$ cat config.mk
export PLATFORM = sky130hd
export DESIGN_NAME = packet_ingest
export DESIGN_NICKNAME = d
export VERILOG_FILES = /design/src/rtl/packet_ingest.sv
export SDC_FILE = /design/constraint.sdc
export NUM_CORES = 1
export LEC_CHECK = 0
export BUFFER_PORTS_ARGS = -buffer_cell sky130_fd_sc_hd__clkbuf_2
export CELL_PAD_IN_SITES_DETAIL_PLACEMENT = 1
export CELL_PAD_IN_SITES_GLOBAL_PLACEMENT = 1
export CORE_ASPECT_RATIO = 0.9
export CORE_UTILIZATION = 29
export CTS_CLUSTER_DIAMETER = 60
export DETAILED_ROUTE_END_ITERATION = 8
export PLACE_DENSITY = 0.79
export SLEW_MARGIN = 15
export SYNTH_ARGS = -nofsm -noshare
export SYNTH_HDL_FRONTEND = slang
export SYNTH_SLANG_ARGS = --single-unit
$ cat constraint.sdc
create_clock -name clk -period 2.44 [get_ports clk]
set_clock_uncertainty 0.15 [all_clocks]
set_input_delay 0.488 -clock clk [delete_from_list [all_inputs] [get_ports clk]]
set_output_delay 0.488 -clock clk [all_outputs]
set_load 0.03 [all_outputs]
$ cat src/rtl/packet_ingest.sv
// packet_ingest: writes a stream packet into the packet RAM from address 0.
// It reports the packet length in bytes and holds the buffer until the
// filter releases it with pkt_done. Packets larger than the RAM are dropped.
// Optional feature macro: PACKET_INGEST_DROP_CNT_EN builds a saturating
// counter of dropped packets. Without it, drop_cnt is tied to 0.
module packet_ingest #(
    parameter int ADDR_WIDTH = 10,
    parameter int DATA_WIDTH = 32
) (
    input  logic                    clk,
    input  logic                    rst,
    input  logic [DATA_WIDTH-1:0]   s_tdata,
    input  logic [DATA_WIDTH/8-1:0] s_tkeep,
    input  logic                    s_tvalid,
    input  logic                    s_tlast,
    output logic                    s_tready,
    output logic [ADDR_WIDTH-1:0]   wr_addr,
    output logic [DATA_WIDTH-1:0]   wr_data,
    output logic                    wr_en,
    output logic                    pkt_ready,
    output logic [ADDR_WIDTH+2:0]   pkt_len,
    input  logic                    pkt_done,
    output logic [31:0]             drop_cnt
);

    localparam int LEN_W = ADDR_WIDTH + 3;
    localparam logic [ADDR_WIDTH-1:0] WORD_MAX = '1;

    typedef enum logic [1:0] {
        RECV = 2'd0,
        DROP = 2'd1,
        HOLD = 2'd2
    } state_t;

    state_t                state_reg, state_next;
    logic [ADDR_WIDTH-1:0] word_cnt_reg, word_cnt_next;
    logic                  pkt_ready_reg, pkt_ready_next;
    logic [LEN_W-1:0]      pkt_len_reg, pkt_len_next;
    logic [2:0]            keep_ext [4];
    logic [2:0]            keep_ones;
    logic                  beat_acc;

    // Each keep bit is widened to 3 bits so the four can be summed.
    genvar gi;
    generate
        for (gi = 0; gi < 4; gi++) begin : g_keep
            assign keep_ext[gi] = {2'b00, s_tkeep[gi]};
        end
    endgenerate
    assign keep_ones = keep_ext[0] + keep_ext[1] + keep_ext[2] + keep_ext[3];

    // The ready signal depends only on the state, so s_tvalid has no path to it.
    // The RAM write port is driven directly by the handshake.
    assign s_tready  = (state_reg != HOLD);
    assign beat_acc  = s_tvalid & s_tready;
    assign wr_en     = beat_acc & (state_reg == RECV);
    assign wr_addr   = word_cnt_reg;
    assign wr_data   = s_tdata;
    assign pkt_ready = pkt_ready_reg;
    assign pkt_len   = pkt_len_reg;

    // Register the state, the word counter and the packet result.
    always_ff @(posedge clk or posedge rst) begin
        if (rst) begin
            state_reg     <= RECV;
            word_cnt_reg  <= '0;
            pkt_ready_reg <= 1'b0;
            pkt_len_reg   <= '0;
        end else begin
            state_reg     <= state_next;
            word_cnt_reg  <= word_cnt_next;
            pkt_ready_reg <= pkt_ready_next;
            pkt_len_reg   <= pkt_len_next;
        end
    end

    // Compute the next state and update the counter and the length.
    always_comb begin
        state_next     = state_reg;
        word_cnt_next  = word_cnt_reg;
        pkt_ready_next = pkt_ready_reg;
        pkt_len_next   = pkt_len_reg;
        case (state_reg)
            RECV: begin
                if (beat_acc) begin
                    word_cnt_next = word_cnt_reg + 1'b1;
                    if (s_tlast) begin
                        // 4*DEPTH is the largest length and fits in LEN_W bits.
                        pkt_len_next   = LEN_W'({word_cnt_reg, 2'b00}) + LEN_W'(keep_ones);
                        pkt_ready_next = 1'b1;
                        state_next     = HOLD;
                    end else if (word_cnt_reg == WORD_MAX) begin
                        // RAM is full and the packet continues, so it cannot fit.
                        state_next = DROP;
                    end
                end
            end
            DROP: begin
                if (beat_acc && s_tlast) begin
                    word_cnt_next = '0;
                    state_next    = RECV;
                end
            end
            HOLD: begin
                if (pkt_done) begin
                    pkt_ready_next = 1'b0;
                    word_cnt_next  = '0;
                    state_next     = RECV;
                end
            end
            default: state_next = RECV;
        endcase
    end

`ifdef PACKET_INGEST_DROP_CNT_EN
    logic [31:0] drop_cnt_reg;
    logic        drop_event;

    assign drop_event = (state_reg == DROP) & beat_acc & s_tlast;

    // Count one drop for each DROP-to-RECV exit. The counter saturates.
    always_ff @(posedge clk or posedge rst) begin
        if (rst) begin
            drop_cnt_reg <= '0;
        end else if (drop_event && (drop_cnt_reg != 32'hFFFF_FFFF)) begin
            drop_cnt_reg <= drop_cnt_reg + 32'd1;
        end
    end
    assign drop_cnt = drop_cnt_reg;
`else
    assign drop_cnt = 32'd0;
`endif

endmodule

==> Implementation_results.wiki, run 1 <==
{| class="wikitable"
! Metric !! Value
|-
| Top area cells in the synthesized netlist || sky130_fd_sc_hd__dfrtp_1, sky130_fd_sc_hd__buf_4, sky130_fd_sc_hd__o21ai_0
|-
| Setup repair after global routing missed its margin || no
|-
| Wire per inst || about 13 um
|-
| Routed WL || about 4000 um
|-
| Minimum period implied by the final worst setup slack || between 2 and 2.5 ns
|-
| Worst Setup Slack, final || approximately 0.16 ns
|-
| Area taken by flip-flops and latches || 651 um2
|-
| Leakage || 0.894 nW
|-
| Max-cap violations || 0
|-
| Antenna Cells || 0
|-
| Worst setup timing slack at the placement stage || -0.00594 ns
|-
| Wire length of the first global-routing pass || approximately 6200 um
|-
| Number of port buffers || 34
|-
| Outcome || finished, violations left
|-
| Mean cell area of the mapped netlist || between 8 and 9 um2
|-
| Quantity of gates resized following cts || 0
|-
| Net switching power of the design || roughly 1.1 mW
|-
| CTS H-tree lvls || 1
|-
| CTS hold repair buffers || 0
|-
| CTS tree || done
|-
| Flip-flop count of the largest register, all copies and words added || 13
|-
| Switching Fraction || approximately 50%
|-
| Pin count of the biggest net entering global routing || 27
|-
| Share of the synthesized area in the top cell type || 33.2%
|-
| Antenna violations before repair || 0
|-
| Post-synth EDFFs || 0
|-
| Final Hold Slack || around 0.088 ns
|-
| Area added between synthesis and finish || -1.79%
|-
| Most frequent cell after synthesis || sky130_fd_sc_hd__buf_4
|-
| Power density normalized to cell area || roughly 1100 mW/mm2
|-
| Fmax || ~0.44 GHz
|-
| Sequential-to-total area share from yosys stat || between 30% and 40%
|-
| Final net count || 270
|-
| Final setup viols || 0
|-
| GRT Util Overall || between 10% and 20%
|-
| Count of state elements after synthesis || 26
|-
| Setup TNS || 0 ns
|-
| Area of the mapped netlist || around 0.0020 mm2
|-
| Ratio of cells with drive above 1 in the final layout || about a fifth
|-
| Aggregate global routing overflow || 0
|-
| DRC violations left || 3
|-
| Clock Sinks || 26
|-
| Critical path type || reg -> reg
|-
| Initial standard-cell utilization of the core || between 20% and 30%
|-
| Via count normalized by instance count || 4.37
|-
| Length of the first detailed-routing pass in iterations || 9
|-
| Overall die width || 88.6 um
|-
| Synthesized instance count || between 200 and 250
|-
| Area of the core || 0.00655 mm2
|-
| Sort of element at the end of the critical path || register
|-
| Multi-input gate area || between 800 and 900 um2
|-
| RD Place Congestion || ~0.7
|-
| Clock edge transition at the registers on the reported setup and hold paths || about 0.090 ns
|-
| Total Die Area || 0.00708 mm2
|-
| Total Power Consumption || between 2 and 2.5 mW
|-
| Number of unique standard cell types used by synthesis || 37
|-
| Worst-Skew Late Latency || 0.27 ns
|-
| DP Wirelength || 3010 um
|-
| Routed Antenna Nets || 0
|-
| CTS Buffer Depth || 2
|-
| Total clock buffers created by CTS || 3
|-
| Via count of the first global-routing pass || ~1300
|-
| Synth area leader || sky130_fd_sc_hd__dfrtp_1
|-
| Clk network pwr share || approximately an eighth
|-
| Tcrit/Tclk final || approximately 93%
|-
| Maximum resistive drop on vdd || roughly 0.19 mV
|-
| Count of fill cells added during filler insertion || between 800 and 900
|-
| Via count || ~1400
|-
| Post-CTS setup buffers || 0
|-
| Final-report hold violation count || 0
|-
| # IOs || about 130
|-
| Path category of the worst min-delay check || in -> async
|-
| Critical Path AT || between 2 and 2.5 ns
|-
| Final-report max-slew violation count || 0
|-
| Critical path launch point type || register
|-
| P_int || approximately 1.1 mW
|-
| Primary FF master, synth || sky130_fd_sc_hd__dfrtp_1
|-
| Required time of the worst setup path || about 2.5 ns
|-
| Async SR Flop Fraction || 100%
|-
| Root Buffer Master || sky130_fd_sc_hd__clkbuf_8
|-
| Combinational fraction of design power || 51.8%
|-
| List of most frequent post-synthesis cells || sky130_fd_sc_hd__buf_4, sky130_fd_sc_hd__dfrtp_1, sky130_fd_sc_hd__nand2_1, sky130_fd_sc_hd__o21ai_0, sky130_fd_sc_hd__clkbuf_1
|-
| Violated checks || design-rule violations
|-
| Crit-path max FO || 14
|-
| Chip height || 79.9 um
|-
| Total number of placement rows || 28
|-
| Yosys warnings || 0
|-
| Sequential group share of total power || approximately a third
|-
| Number of DRC violations after detailed-routing iteration 0 || slightly below 50
|}
-- cells in the final DEF (no fill, tap or decap), types with 2 or more instances in the layout --
cell type / count
sky130_fd_sc_hd__dfrtp_1: 26
sky130_fd_sc_hd__nand2b_1: 5
sky130_fd_sc_hd__nor4_1: 2
sky130_fd_sc_hd__a31oi_1: 3
sky130_fd_sc_hd__a21oi_1: 4
sky130_fd_sc_hd__nor3b_1: 2
sky130_fd_sc_hd__xor2_1: 5
sky130_fd_sc_hd__mux2_2: 2
sky130_fd_sc_hd__xnor2_1: 5
sky130_fd_sc_hd__nor3_1: 4
sky130_fd_sc_hd__ha_1: 6
sky130_fd_sc_hd__nand3_1: 5
sky130_fd_sc_hd__inv_1: 4
sky130_fd_sc_hd__nor2_1: 6
sky130_fd_sc_hd__a211o_1: 2
sky130_fd_sc_hd__nand4_1: 2
sky130_fd_sc_hd__o31ai_1: 3
sky130_fd_sc_hd__clkbuf_8: 4
sky130_fd_sc_hd__clkbuf_2: 34
sky130_fd_sc_hd__nand2_1: 22
sky130_fd_sc_hd__conb_1: 32
sky130_fd_sc_hd__and3_1: 4
sky130_fd_sc_hd__o21ai_0: 22
sky130_fd_sc_hd__buf_4: 4
-- path summary, 6_finish.rpt --
| kind | from | to | slack (ns) | cells past startpoint |
|---|---|---|---|---|
| worst min register to register | pkt_len[9] | pkt_len[9] | 0.34 | 2 |
| max in group asynchronous | rst | wr_addr[9] | 1.79 | 3 |
| min in group clk | pkt_len[9] | pkt_len[9] | 0.34 | 2 |
| worst max-delay path | state_reg[0] | wr_addr[5] | 0.16 | 6 |
| worst max register to register | state_reg[0] | wr_addr[5] | 0.16 | 6 |
| worst min-delay path | rst | pkt_len[0] | 0.09 | 3 |
-- routing by layer --
layer | wire length [um] | global-route usage (%) | share of wire, % | vias up
met2 | 2000 | 20.2 | 50 | 46
li1 | - | - | - | 653
met1 | 1780 | 13.7 | 45 | 657
met3 | 196 | 1.96 | 4.9 | 2
met5 | 0 | 0 | 0 | -
met4 | 18 | 3.55 | 0.45 | 0
-- critical path: stages (launching register included) --
cell and delay, ns:
sky130_fd_sc_hd__dfrtp_1 0.42, sky130_fd_sc_hd__inv_1 0.09, sky130_fd_sc_hd__ha_1 0.22, sky130_fd_sc_hd__inv_1 0.11
sky130_fd_sc_hd__o311a_4 0.43, sky130_fd_sc_hd__or2_0 0.38, sky130_fd_sc_hd__o41ai_2 0.37
-- power groups by stage --
stage | Clock (mW) | Combinational (mW) | Sequential, mW
final | 0.286 | 1.14 | 0.771
after global routing | 0.307 | 1.25 | 0.795
after CTS | 0.294 | 1.15 | 0.772
after detailed placement | 0 | 1.15 | 0.781
after global placement | 0 | 1.11 | 0.766
after floorplan | 0 | 0.705 | 1.02
-- per-stage QoR --
| stage | utilization [%] | std cells | area (um2) |
|---|---|---|---|
| floorplan | - | 253 | 2070 |
| global placement | 28.5 | 307 | 1870 |
| detailed placement | 28.5 | 307 | 1870 |
| CTS | 29.3 | 311 | 1920 |
| global route | 29.3 | 311 | 1920 |
| finish | 29.3 | 311 | 1920 |
-- logic make-up (layout without fill, tap and decap cells) --
family	count (synthesis)	after routing	share of synthesized area, %
compound gates	38	38	12.5
flops	26	26	33.2
fa+ha+maj	7	7	4.86
buf+inv	78	46	27.3
simple gates	60	60	16.3
xor+xnor	10	10	4.48
other cells	1	32	0.192
mux	2	2	1.15
-- area by class of cell --
type	count	area share [%]
clock buffer	4	2.86
multi-input combinational	149	46.2
tap	90	5.86
inverter	4	0.781
sequential	26	33.9
timing repair buffer	38	10.4
Power figures use the tool's default switching activity.
==> run 2: changes to the inputs <==
clock period = 2.16 ns   (was 2.44 ns; I/O delays follow)
==> Implementation_results.wiki, run 2 (same netlist as run 1, synthesis figures left out) <==
{| class="wikitable"
! Metric !! Value
|-
| Routed Antenna Nets || 0
|-
| Depth of the most critical reg-to-reg path || 6
|-
| CTS tree || done
|-
| Antenna violations before repair || 0
|-
| Initial standard-cell utilization of the core || between 20 and 30%
|-
| Area added between synthesis and finish || 0.703%
|-
| Path category of the worst min-delay check || in -> async
|-
| Tcrit/Tclk final || a little over nine tenths
|-
| Final Hold Slack || 0.0403 ns
|-
| Switching Fraction || ~50%
|-
| CTS H-tree lvls || 1
|-
| Outcome || finished, violations left
|-
| Wire per inst || about 12 um
|-
| Clock Sinks || 26
|-
| # IOs || around 130
|-
| Fmax || roughly 0.48 GHz
|-
| P_int || approximately 1.3 mW
|-
| Setup repair after global routing missed its margin || no
|-
| CTS Buffer Depth || 2
|-
| Sort of element at the end of the critical path || output pin
|-
| Worst Setup Slack, final || around 0.094 ns
|-
| Chip height || ~80 um
|-
| Final-report max-slew violation count || 0
|-
| Aggregate global routing overflow || 0
|-
| Minimum period implied by the final worst setup slack || about 2.1 ns
|-
| Length of the first detailed-routing pass in iterations || 6
|-
| Multi-input gate area || around 900 um2
|-
| Total Die Area || about 0.0071 mm2
|-
| Antenna Cells || 0
|-
| DRC violations left || 3
|-
| Crit Reg-Reg Startpoint || state_reg[1]
|-
| Violated checks || design-rule violations
|-
| Root Buffer Master || sky130_fd_sc_hd__clkbuf_8
|-
| Crit-path max FO || 7
|-
| Worst-Skew Late Latency || between 0.2 and 0.3 ns
|-
| Worst setup timing slack at the placement stage || -0.152 ns
|-
| RD Place Congestion || 0.726
|-
| Clk network pwr share || 11.0%
|-
| Ratio of cells with drive above 1 in the final layout || about a quarter
|-
| Maximum resistive drop on vdd || 0.213 mV
|-
| Sequential group share of total power || approximately a third
|-
| Routed WL || just under 4000 um
|-
| Leakage || between 0.9 and 1 nW
|-
| Net switching power of the design || around 1.2 mW
|-
| CP Capture Point || wr_en
|-
| Pin count of the biggest net entering global routing || 27
|-
| Final net count || between 200 and 300
|-
| Total clock buffers created by CTS || 3
|-
| Crit path launch || state_reg[0]
|-
| Max-cap violations || 0
|-
| Overall die width || around 89 um
|-
| Number of placed cells counting well taps || 313
|-
| Via count of the first global-routing pass || roughly 1400
|-
| Number of port buffers || 34
|-
| Setup TNS || 0 ns
|-
| Count of non-filler cells in the finished layout || ~320
|-
| Leading cell types in the layout, fill and taps excluded || sky130_fd_sc_hd__clkbuf_2, sky130_fd_sc_hd__conb_1, sky130_fd_sc_hd__dfrtp_1
|-
| Flip-flop count of the largest register, all copies and words added || 13
|-
| GRT Util Overall || around 11%
|-
| Final-report hold violation count || 0
|-
| Total Power Consumption || approximately 2.5 mW
|-
| Number of DRC violations after detailed-routing iteration 0 || 75
|-
| Clock edge transition at the registers on the reported setup and hold paths || 0.09 ns
|-
| Area of the core || ~0.0066 mm2
|-
| Final setup viols || 0
|-
| Capture point of the worst reg-to-reg path || wr_addr[5]
|-
| Via count || 1391
|-
| Critical path launch point type || register
|-
| Critical path type || reg -> out
|-
| Reg-to-reg slack, setup || about 0.15 ns
|-
| Count of fill cells added during filler insertion || between 700 and 800
|-
| Total number of placement rows || 28
|-
| Combinational fraction of design power || between 50% and 60%
|-
| Power density normalized to cell area || approximately 1300 mW/mm2
|-
| Via count normalized by instance count || between 4 and 5
|-
| Wire length of the first global-routing pass || 6440 um
|-
| Most common cell after layout, fill and taps aside || sky130_fd_sc_hd__clkbuf_2
|-
| DP Wirelength || 3010 um
|-
| Area taken by flip-flops and latches || 651 um2
|-
| Required time of the worst setup path || 1.58 ns
|-
| Critical Path AT || 1.48 ns
|}
## run 2: changes by cell type in the layout (fill, tap and decap cells not counted), sizes merged
cell,previous run,this run
buf,4,10
clkbuf,38,37
## run 2: timing repair
action / in CTS / in global routing
pin swaps: 0 / 0
hold endpoints to repair: 0 / 0
endpoints found under the setup margin: 1 / 4
hold buffers: 0 / 0
resized for setup: 1 / 5
buffers inserted: 0 / 0
## run 2: layer usage
metal	GRT usage, %	vias up	routed length (um)
met3	1.55	2	166
met4	3.55	0	27
met5	0	-	0
li1	-	662	-
met1	14.2	683	1740
met2	20.2	44	2020
## run 2: area by class of cell
class / count / area share [%]
clock buffers: 3 / 2.10
inverters: 4 / 0.762
multi-input cells: 149 / 45.8
flip-flops and latches: 26 / 33.0
well taps: 90 / 5.71
repair buffers: 44 / 12.6
## run 2: worst min path at each step
stage / from / to / slack, ns
after CTS: rst / pkt_len[1] / 0.06
after detailed placement: pkt_len[2] / pkt_len[2] / 0.32
final: rst / pkt_len[1] / 0.04
after global placement: pkt_len[2] / pkt_len[2] / 0.31
after global routing: rst / pkt_len[1] / 0.08
after floorplan: rst / pkt_len[0] / 0.32
## run 2: worst max-delay path, cell delays in order (launching register included)
cell and delay, ns:
sky130_fd_sc_hd__dfrtp_1 0.41, sky130_fd_sc_hd__inv_1 0.13, sky130_fd_sc_hd__ha_1 0.20, sky130_fd_sc_hd__buf_4 0.15
sky130_fd_sc_hd__and3_1 0.15, sky130_fd_sc_hd__clkbuf_4 0.18
## run 2: metrics by stage
stage | area, um2 | util (%)
2_1_floorplan | 2070 | -
3_3_place_gp | 1910 | 29.2
3_5_place_dp | 1910 | 29.2
4_1_cts | 1950 | 29.8
5_1_grt | 1970 | 30.1
6_report | 1970 | 30.1
## run 2: power groups by stage
stage	Clock (mW)	Sequential [mW]	Combinational (mW)
final	0.273	0.866	1.35
after global routing	0.296	0.891	1.49
after CTS	0.280	0.864	1.35
after detailed placement	0	0.874	1.34
after global placement	0	0.858	1.30
after floorplan	0	1.15	0.796
